$ cat src/rtl/limit_fsm_cond_pkg.sv
// rtl/limit_fsm_cond_pkg.sv - shared state encodings and output-flag decode for the occupancy limit FSM
package limit_fsm_cond_pkg;

  // Encodings are fixed so the structural and delay variants stay cycle-comparable.
  typedef enum logic [2:0] {
    ST_INIT   = 3'd0,
    ST_BOTTOM = 3'd1,
    ST_MID    = 3'd2,
    ST_TOP    = 3'd3,
    ST_ERROR  = 3'd4
  } state_e;

  typedef struct packed {
    logic top;
    logic bott;
    logic err;
  } lim_flags_t;

  // Output flags are a pure function of the state being entered.
  function automatic lim_flags_t flags_for(state_e s);
    lim_flags_t f;
    f = '0;
    case (s)
      ST_TOP:    f.top  = 1'b1;
      ST_BOTTOM: f.bott = 1'b1;
      ST_ERROR:  f.err  = 1'b1;
      default:   f = '0;
    endcase
    return f;
  endfunction

endpackage

$ cat src/rtl/limit_fsm_cond_counter.sv
// rtl/limit_fsm_cond_counter.sv - saturating occupancy counter with overflow/underflow detection
module lim_counter #(
  parameter int CNT_W   = 4,
  parameter int CNT_MAX = 15
) (
  input  logic             clk,
  input  logic             reset_L,
  input  logic             en,
  input  logic             push,
  input  logic             pop,
  output logic [CNT_W-1:0] count_q,
  output logic [CNT_W-1:0] count_next,
  output logic             ovf,
  output logic             unf
);

  localparam logic [CNT_W-1:0] MAX_V = CNT_W'(CNT_MAX);

  logic [CNT_W-1:0] count_d;

  // Next occupancy: single push/pop moves by one; a blocked move flags ovf/unf and holds.
  always_comb begin
    ovf        = 1'b0;
    unf        = 1'b0;
    count_next = count_q;
    if (en && push && !pop) begin
      if (count_q == MAX_V) begin
        ovf = 1'b1;
      end else begin
        count_next = count_q + CNT_W'(1);
      end
    end else if (en && pop && !push) begin
      if (count_q == '0) begin
        unf = 1'b1;
      end else begin
        count_next = count_q - CNT_W'(1);
      end
    end
    count_d = count_next;
  end

  // Occupancy register; frozen whenever the FSM disables counting.
  always_ff @(posedge clk or negedge reset_L) begin
    if (!reset_L) begin
      count_q <= '0;
    end else begin
      count_q <= count_d;
    end
  end

endmodule

$ cat src/rtl/limit_fsm_cond.sv
// rtl/limit_fsm_cond.sv - occupancy limit FSM producing registered top/bottom/error conditions
module limit_fsm_cond
  import limit_fsm_cond_pkg::*;
#(
  parameter int CNT_W   = 4,
  parameter int CNT_MAX = 15
) (
  input  logic             clk,
  input  logic             reset_L,
  input  logic             push,
  input  logic             pop,
  input  logic [CNT_W-1:0] top_thr,
  input  logic [CNT_W-1:0] bott_thr,
  output logic             top_lim,
  output logic             bott_lim,
  output logic             err,
  output logic [CNT_W-1:0] count
);

  localparam logic [CNT_W-1:0] MAX_V = CNT_W'(CNT_MAX);

  state_e           state_q, state_d;
  logic [CNT_W-1:0] top_q, top_d;
  logic [CNT_W-1:0] bott_q, bott_d;
  lim_flags_t       flags_q, flags_d;

  logic             cnt_en;
  logic [CNT_W-1:0] count_next;
  logic             ovf;
  logic             unf;

  // Counting only happens in the operating states; INIT and ERROR keep the count still.
  assign cnt_en = (state_q == ST_BOTTOM) || (state_q == ST_MID) || (state_q == ST_TOP);

  lim_counter #(
    .CNT_W   (CNT_W),
    .CNT_MAX (CNT_MAX)
  ) u_counter (
    .clk        (clk),
    .reset_L    (reset_L),
    .en         (cnt_en),
    .push       (push),
    .pop        (pop),
    .count_q    (count),
    .count_next (count_next),
    .ovf        (ovf),
    .unf        (unf)
  );

  // Next state and threshold capture; region is chosen from the count being written this edge.
  always_comb begin
    state_d = state_q;
    top_d   = top_q;
    bott_d  = bott_q;
    case (state_q)
      ST_INIT: begin
        top_d  = top_thr;
        bott_d = bott_thr;
        if ((bott_thr >= top_thr) || (top_thr > MAX_V)) begin
          state_d = ST_ERROR;
        end else begin
          state_d = ST_BOTTOM;
        end
      end
      ST_BOTTOM, ST_MID, ST_TOP: begin
        if (ovf || unf) begin
          state_d = ST_ERROR;
        end else if (count_next <= bott_q) begin
          state_d = ST_BOTTOM;
        end else if (count_next >= top_q) begin
          state_d = ST_TOP;
        end else begin
          state_d = ST_MID;
        end
      end
      ST_ERROR: state_d = ST_ERROR;
      default:  state_d = ST_ERROR;
    endcase
    flags_d = flags_for(state_d);
  end

  // State, thresholds and output flags all move on the same edge as the count.
  always_ff @(posedge clk or negedge reset_L) begin
    if (!reset_L) begin
      state_q <= ST_INIT;
      top_q   <= '0;
      bott_q  <= '0;
      flags_q <= '0;
    end else begin
      state_q <= state_d;
      top_q   <= top_d;
      bott_q  <= bott_d;
      flags_q <= flags_d;
    end
  end

  assign top_lim  = flags_q.top;
  assign bott_lim = flags_q.bott;
  assign err      = flags_q.err;

endmodule

$ cat config.mk
export PLATFORM = sky130hd
export DESIGN_NAME = limit_fsm_cond
export DESIGN_NICKNAME = d
export VERILOG_FILES = /design/src/rtl/limit_fsm_cond_pkg.sv /design/src/rtl/limit_fsm_cond_counter.sv /design/src/rtl/limit_fsm_cond.sv
export SDC_FILE = /design/constraint.sdc
export NUM_CORES = 1
export LEC_CHECK = 0
export CORE_UTILIZATION = 55
export DETAILED_ROUTE_END_ITERATION = 7
export HOLD_SLACK_MARGIN = 0.05
export PLACE_DENSITY = 0.81
export SLEW_MARGIN = 5
export SYNTH_ARGS = -nofsm -noshare
export SYNTH_HDL_FRONTEND = slang
export SYNTH_HIERARCHICAL = 1
export SYNTH_SLANG_ARGS = --single-unit
export TNS_END_PERCENT = 50
$ cat constraint.sdc
create_clock -name clk -period 4.6 [get_ports clk]
set_input_delay 1.38 -clock clk [delete_from_list [all_inputs] [get_ports clk]]
set_output_delay 1.38 -clock clk [all_outputs]
set_load 0.01 [all_outputs]
Word-level counts from Yosys, hierarchy flattened
Cells that the tools add are included.
{ "op_classes": {"add_sub_neg": 2, "n_mul": 0, "n_div": 0, "order_cmp": 4, "n_eq_ne": 7, "n_shift": 0, "mux": 17, "bitwise": 0, "reduce_logical": 13} }
{ "op_table": {"columns": ["operator", "n"], "rows": [
  ["4-bit 2-to-1 mux", 4],
  ["3-bit by 2-bit equality test with 1-bit output, second input constant", 3],
  ["1-bit 2-to-1 mux", 9],
  ["4-bit >= comparator", 2],
  ["3-bit by 1-bit equality test with 1-bit output, second input constant", 2],
  ["3-bit 2-to-1 mux", 2],
  ["3-bit one-hot mux with 2 select lines", 1],
  ["4-bit by 1-bit adder with 4-bit output, second input constant", 1],
  ["4-bit equality test, second input constant", 1],
  ["4-bit > comparator, second input constant", 1],
  ["4-bit less-or-equal comparator", 1],
  ["1-bit logical AND", 4],
  ["4-bit zero test", 1],
  ["1-bit logical OR", 4],
  ["4-bit by 1-bit subtractor with 4-bit output, second input constant", 1],
  ["3-bit equality test, second input constant", 1],
  ["3-bit zero test", 1],
  ["3-bit OR reduction", 1],
  ["1-bit zero test", 2],
  ["2-bit 2-to-1 mux", 1]
]} }
{ "totals": {"register_bits": 18, "latchBits": 0, "ram_bits": 0, "mem_bits_ro": 0, "inputBits": 12, "output_inout_bits": 7, "wordCells": 50, "mem_count": 0} }

Logic depth before layout (Yosys ltp)
Gate-level depths: netlist of run 1.
{ "depth": {"depth_word": 14, "ltp_mapped": 13, "depth_no_buf": 12} }

By module
The synthesis of run 1 kept the hierarchy.
{ "modules_own_cells": {"columns": ["module", "n_inst", "cells_per_inst", "area_per_inst_um2", "seq_area_each_um2"], "rows": [
  ["limit_fsm_cond", 1, 77, 780.7, 350.3],
  ["lim_counter", 1, 35, 309.0, 100.1]
]} }

Least setup slack after synthesis of run 1
OpenSTA, ideal clock, no wires.
{ "synth_path": {"path_kind": "input to register", "startpoint": "in push", "endpoint": "reg flags_q (netlist bit top_lim)", "setup_time_ps": 78, "t_arrival_ps": 3076, "t_required_ps": 4522, "setup_slack_ps": 1446, "stages": 9, "path_buffers": 0, "path_cell_list": "nand3b_1 > or4_1 > a211o_1 > nand2_1 > ha_1 > nand4_1 > inv_1 > a211oi_2 > a21boi_1"} }
{ "synth_lines": {"columns": ["item", "line", "source"], "rows": [
  ["start, declared", "limit_fsm_cond.sv:10", "input logic push,"],
  ["end signal, assigned", "limit_fsm_cond.sv:93", "flags_q <= flags_d;"],
  ["end, declared", "limit_fsm_cond.sv:25", "lim_flags_t flags_q, flags_d;"]
]} }

==> results of run 1 <==
==> worst reg2reg max path: stages (launching register included) <==
cell and delay, ns:
dfrtp_1 0.44, inv_1 0.11, ha_1 0.19, or3b_1 0.42
nand3_1 0.12, nand3_1 0.08, o211ai_1 0.16, ha_1 0.31
nor2b_1 0.14, o211ai_1 0.23, a211oi_2 0.13, a21boi_1 0.14
==> kinds of logic after synthesis <==
group                    count (synthesis)  share of synthesized area
AO/OA/AOI/OAI                           25                      0.148
XOR/XNOR                                 1                    0.00804
adder cells (fa/ha/maj)                 14                      0.161
buffers and inverters                   17                     0.0654
flip-flops                              18                      0.413
multiplexers                             2                     0.0207
AND/OR/NAND/NOR                         35                      0.184
==> power by group through the flow <==
stage	logic [mW]	registers [mW]	clock network, mW
after floorplan	0.170	0.236	0
after global routing	0.307	0.241	0.107
after detailed placement	0.261	0.238	0
after global placement	0.250	0.236	0
after CTS	0.263	0.235	0.0979
final	0.262	0.235	0.0955
==> sequential cells by signal, summed over array words and instances (netlist names) <==
register and flops:
bott_q 4, top_q 4, u_counter/count_q 4, state_q 3, bott_lim 1, err 1, top_lim 1
==> area by class of cell <==
cell class | instances | area, um^2
Tap cell | 25 | 31.3
Sequential cell | 18 | 450
Clock buffer | 4 | 36.3
Multi-Input combinational cell | 77 | 568
Fill cell | 133 | 457
Inverter | 14 | 52.6
Timing Repair Buffer | 19 | 188
==> stage by stage <==
step | util | total power [mW] | worst slack [ns] | std cells
after floorplan | - | 0.406 | 1.45 | 112
after detailed placement | 0.724 | 0.499 | 0.874 | 153
after CTS | 0.744 | 0.596 | 1.18 | 157
final | 0.744 | 0.592 | 1.16 | 157
after global placement | 0.724 | 0.486 | 0.936 | 153
after global routing | 0.744 | 0.655 | 0.984 | 157
==> worst max-delay path by stage <==
stage	from	endpoint
3_5_place_dp	push	top_lim
5_1_grt	pop	top_lim
2_1_floorplan	push	top_lim
3_3_place_gp	push	state_q[0]
4_1_cts	push	top_lim
6_report	push	top_lim
==> layer usage <==
layer  routed length [um]  vias to the layer above
li1                     -                      442
met1                  930                      379
met2                  926                       19
met3                   72                        8
met4                   52                        0
met5                    0                        -
==> layout by cell type (no fill, tap or decap), types with 2 or more instances in the layout <==
cell / instances
dfrtp_1: 18
clkdlybuf4s50_1: 18
inv_1: 14
ha_1: 14
nand2_1: 10
o21ai_0: 9
o211ai_1: 5
a21oi_1: 5
nand3_1: 5
nor2_1: 3
clkbuf_4: 3
nand4_1: 2
and2_2: 2
mux2_2: 2
and3b_1: 2
==> metrics.yaml, run 1 <==
combPwrFrac: 0.442
antenna_cells: 0
syn_inst: 112
grt_max_degree: 19
p_int_mw: 0.375
hold_viol: 0
hold_buffers: 0
post-synth-top-count-cell: "dfrtp_1"
p_switching_mw: 0.218
synth-seq-cells: 18
dpl_cell_area_um2: 1290
synth_edf_count: 0
drt-initial-drc-count: 22
required_ns: 4.82
final_area_um2: 1330
start_util: 0.611
r2r_start: "u_counter/count_q[0]"
cts.clk_slew.worst_paths_ns: 0.10
slowest_delay_ns: 0.44
dieArea_um2: 2160
leakage_nw: 0.610
met1_usage: 0.289
antenna_found_initial: 0
hold_slack_ns: 0.528
crit_arrival_ns: 3.67
setup_tns_ns: 0
synth_area_leaders: "dfrtp_1 (41%), ha_1 (16%), inv_1 (4.8%)"
holdPathStages: 1
vdd_ir_drop_max_v: 0.000328
swShare: 0.367
die_w_um: 46.5
hold_end: "bott_q[0]"
cts_sinks: 18
synthTopCellsByCount: "dfrtp_1 (18), ha_1 (14), inv_1 (14)"
die_y_um: 46.5
critical_path_class: "input port to flip-flop"
drcViolationCount: 0
power_frac_clock: 0.161
maxSlewHeadroom: 0.477
synthToLayoutAreaGrowth_pct: 21.7
final_nets: 159
reg2reg_depth: 11
worst_pin_slew_ns: 0.782
met2_usage: 0.386
cts_tree: "built"
cts_setup_buffers: 0
avgSynthCellArea_um2: 9.73
crit_path_start_kind: "input port"
wl_um: 1980
gp_congestion: 0.739
status: "finished clean"
core_area_um2: 1780
crit_chain: "clkdlybuf4s50_1 -> nand3b_1 -> or4_1 -> a211o_1 -> nand2_1 -> ha_1 -> nand4_1 -> inv_1 -> a211oi_2 -> a21boi_1"
row_count: 15
clkLatencyLatePin_ns: 0.29
layout_min_cycle_time_ns: 3.44
finClkSkew_ns: 0.00560
cap_violations: 0
clock.fmax_mhz: 291
io_buffers: 18
cp.depth: 10
critPathBufInv: 2
vias: 848
cts_resized: 0
crit_path_max_fanout: 3
via_per_inst: 5.40
drive_above_1_share: 0.0833
slew_violations: 0
cts.path.max_buffers: 2
powerDensity_nw_per_um2: 447
synth-main-ff-cell: "dfrtp_1"
post_drt_wl_per_cell_um: 12.6
timing.rr.end: "top_lim"
setup_viol: 0
synth_seq_area_share: 0.413
grtUsageMet3: 0.0510
synth_warnings: 6
cp_slowest_cell: "or4_1"
htree_num_levels: 1
grt_first_pass_wirelength_um: 3470
overflow: 0
ant_nets: 0
end_kind: "flip-flop"
grt_usage: 0.235
grt_busiest_layer: "met2"
synthDistinctLibCells: 33
hold_class: "flip-flop to flip-flop"
grt_pass1_vias: 800
async_flop_share: 1.00
fin_crit_sh: 0.748
synth_fp_nets: 138
synth_top_cell_by_area: "dfrtp_1"
holdCritStartpoint: "bott_q[0]"
dr.pass1.iters: 4
rsz0062_at_grt: "false"
hpwlAfterDp_um: 1630
ff2ff_setup_slack_ns: 2.01
boundaryPins: 19
pwr-share-seq: 0.396
synthesis.area_um2: 1090
cpLargestDelayFamily: "simple AND/OR/NAND/NOR gates"
cts_root_buffer: "clkbuf_4"
yosysTopAreaCellShare: 0.413
cts_inserted_buffers: 3
No activity file was read; power rests on OpenSTA's default activity.
==> run 2: changes to the inputs <==
- CORE_UTILIZATION: 55 -> 51
- PLACE_DENSITY: 0.81 -> 0.75
- clock period: 4.6 -> 3.25 ns (I/O delays scaled with it)
==> metrics.yaml, run 2 (synthesis gave the netlist of run 1 again) <==
status: "finished clean"
hold_end: "bott_q[0]"
cts.clk_slew.worst_paths_ns: 0.10
required_ns: 3.48
htree_num_levels: 1
nFillCells: 161
power_mw: 0.827
crit_path_max_fanout: 3
hold_slack_ns: 0.525
wl_um: 1960
swShare: 0.363
holdPathStages: 1
grt_first_pass_wirelength_um: 3280
startpoint: "push"
antenna_found_initial: 0
clkLatencyLatePin_ns: 0.30
end_kind: "flip-flop"
final_cells: 160
p_switching_mw: 0.300
cts_sinks: 18
dr.pass1.iters: 4
hold_viol: 0
gp_congestion: 0.783
ff2ff_setup_slack_ns: 0.64
hold_class: "flip-flop to flip-flop"
crit_arrival_ns: 3.30
drcViolationCount: 0
cts_inserted_buffers: 3
post_drt_wl_per_cell_um: 12.2
pwr-share-seq: 0.400
holdCritStartpoint: "bott_q[0]"
place_inst: 156
crit_path_start_kind: "input port"
clock.fmax_mhz: 325
grt_usage: 0.207
power_frac_clock: 0.166
row_count: 16
place_ws_ns: -0.128
ant_nets: 0
r2r_start: "u_counter/count_q[0]"
vdd_ir_drop_max_v: 0.000446
via_per_inst: 5.43
cap_violations: 0
layout_min_cycle_time_ns: 3.07
layout_common_cells: "dfrtp_1 (18), clkdlybuf4s50_1 (18), inv_1 (14), ha_1 (14), nand2_1 (10)"
grt_max_degree: 19
dieArea_um2: 2330
die_w_um: 48.2
cts_resized: 0
vias: 868
boundaryPins: 19
combPwrFrac: 0.434
maxSlewHeadroom: 0.468
cts.path.max_buffers: 2
p_int_mw: 0.527
cts_tree: "built"
hpwlAfterDp_um: 1610
leakage_nw: 0.616
reg2reg_depth: 12
worst_slack_ns: 0.178
cts_setup_buffers: 0
drt-initial-drc-count: 14
start_util: 0.550
cts_root_buffer: "clkbuf_4"
setup_viol: 0
slew_violations: 0
powerDensity_nw_per_um2: 619
overflow: 0
core_area_um2: 1980
fin_crit_sh: 0.945
worst_pin_slew_ns: 0.795
rsz0062_at_grt: "false"
drive_above_1_share: 0.0902
synthToLayoutAreaGrowth_pct: 22.6
critical_path_class: "input port to flip-flop"
io_buffers: 18
largestRegisters: "bott_q x4, top_q x4, u_counter/count_q x4"
antenna_cells: 0
grt_pass1_vias: 786
finClkSkew_ns: 0.00380
timing.rr.end: "state_q[0]"
die_y_um: 48.2
hold_buffers: 0
final_nets: 160
run 2: cell count changes in the layout (fill, tap and decap cells not counted):
cell   previous run  this run
buf_4             1         2
run 2: area by class of cell:
cell class              instances  area [um^2]  share of cell area
flip-flops and latches         18          450               0.337
well taps                      27         33.8              0.0253
clock buffers                   4         36.3              0.0272
inverters                      14         52.6              0.0393
repair buffers                 20          195               0.146
multi-input cells              77          568               0.425
run 2: how the worst max path moves through the flow:
stage / endpoint / slack [ns] / cells past startpoint
after global routing: top_lim / 0.02 / 10
after CTS: top_lim / 0.18 / 10
after global placement: state_q[0] / -0.01 / 10
after floorplan: top_lim / 0.50 / 9
final: top_lim / 0.18 / 10
after detailed placement: top_lim / -0.13 / 10
run 2: routing by layer:
| metal | vias up | track usage | wire (um) |
|---|---|---|---|
| li1 | 443 | - | - |
| met1 | 407 | 0.278 | 905 |
| met2 | 13 | 0.320 | 954 |
| met3 | 5 | 0.0630 | 66 |
| met4 | 0 | 0.0667 | 31 |
| met5 | - | 0 | 0 |
run 2: power by group through the flow:
stage               Combinational (mW)  Sequential [mW]  Clock, mW
floorplan                        0.241            0.334          0
detailed placement               0.361            0.337          0
global route                     0.419            0.341      0.152
finish                           0.358            0.331      0.137
CTS                              0.364            0.332      0.143
global placement                 0.353            0.334          0
run 2: stage by stage:
step | instance area, um^2 | utilization | setup TNS [ns]
final | 1340 | 0.674 | 0
after detailed placement | 1300 | 0.656 | -0.256
after global routing | 1340 | 0.674 | 0
after global placement | 1300 | 0.656 | -0.0201
after floorplan | 1090 | - | 0
after CTS | 1340 | 0.674 | 0
run 2: worst max-delay path: stages:
cell,delay [ns]
clkdlybuf4s50_1,0.42
nand3b_1,0.18
or4_1,0.44
a211o_1,0.27
nand2_1,0.09
ha_1,0.27
nand4_1,0.13
inv_1,0.06
a211oi_2,0.25
a21boi_1,0.20
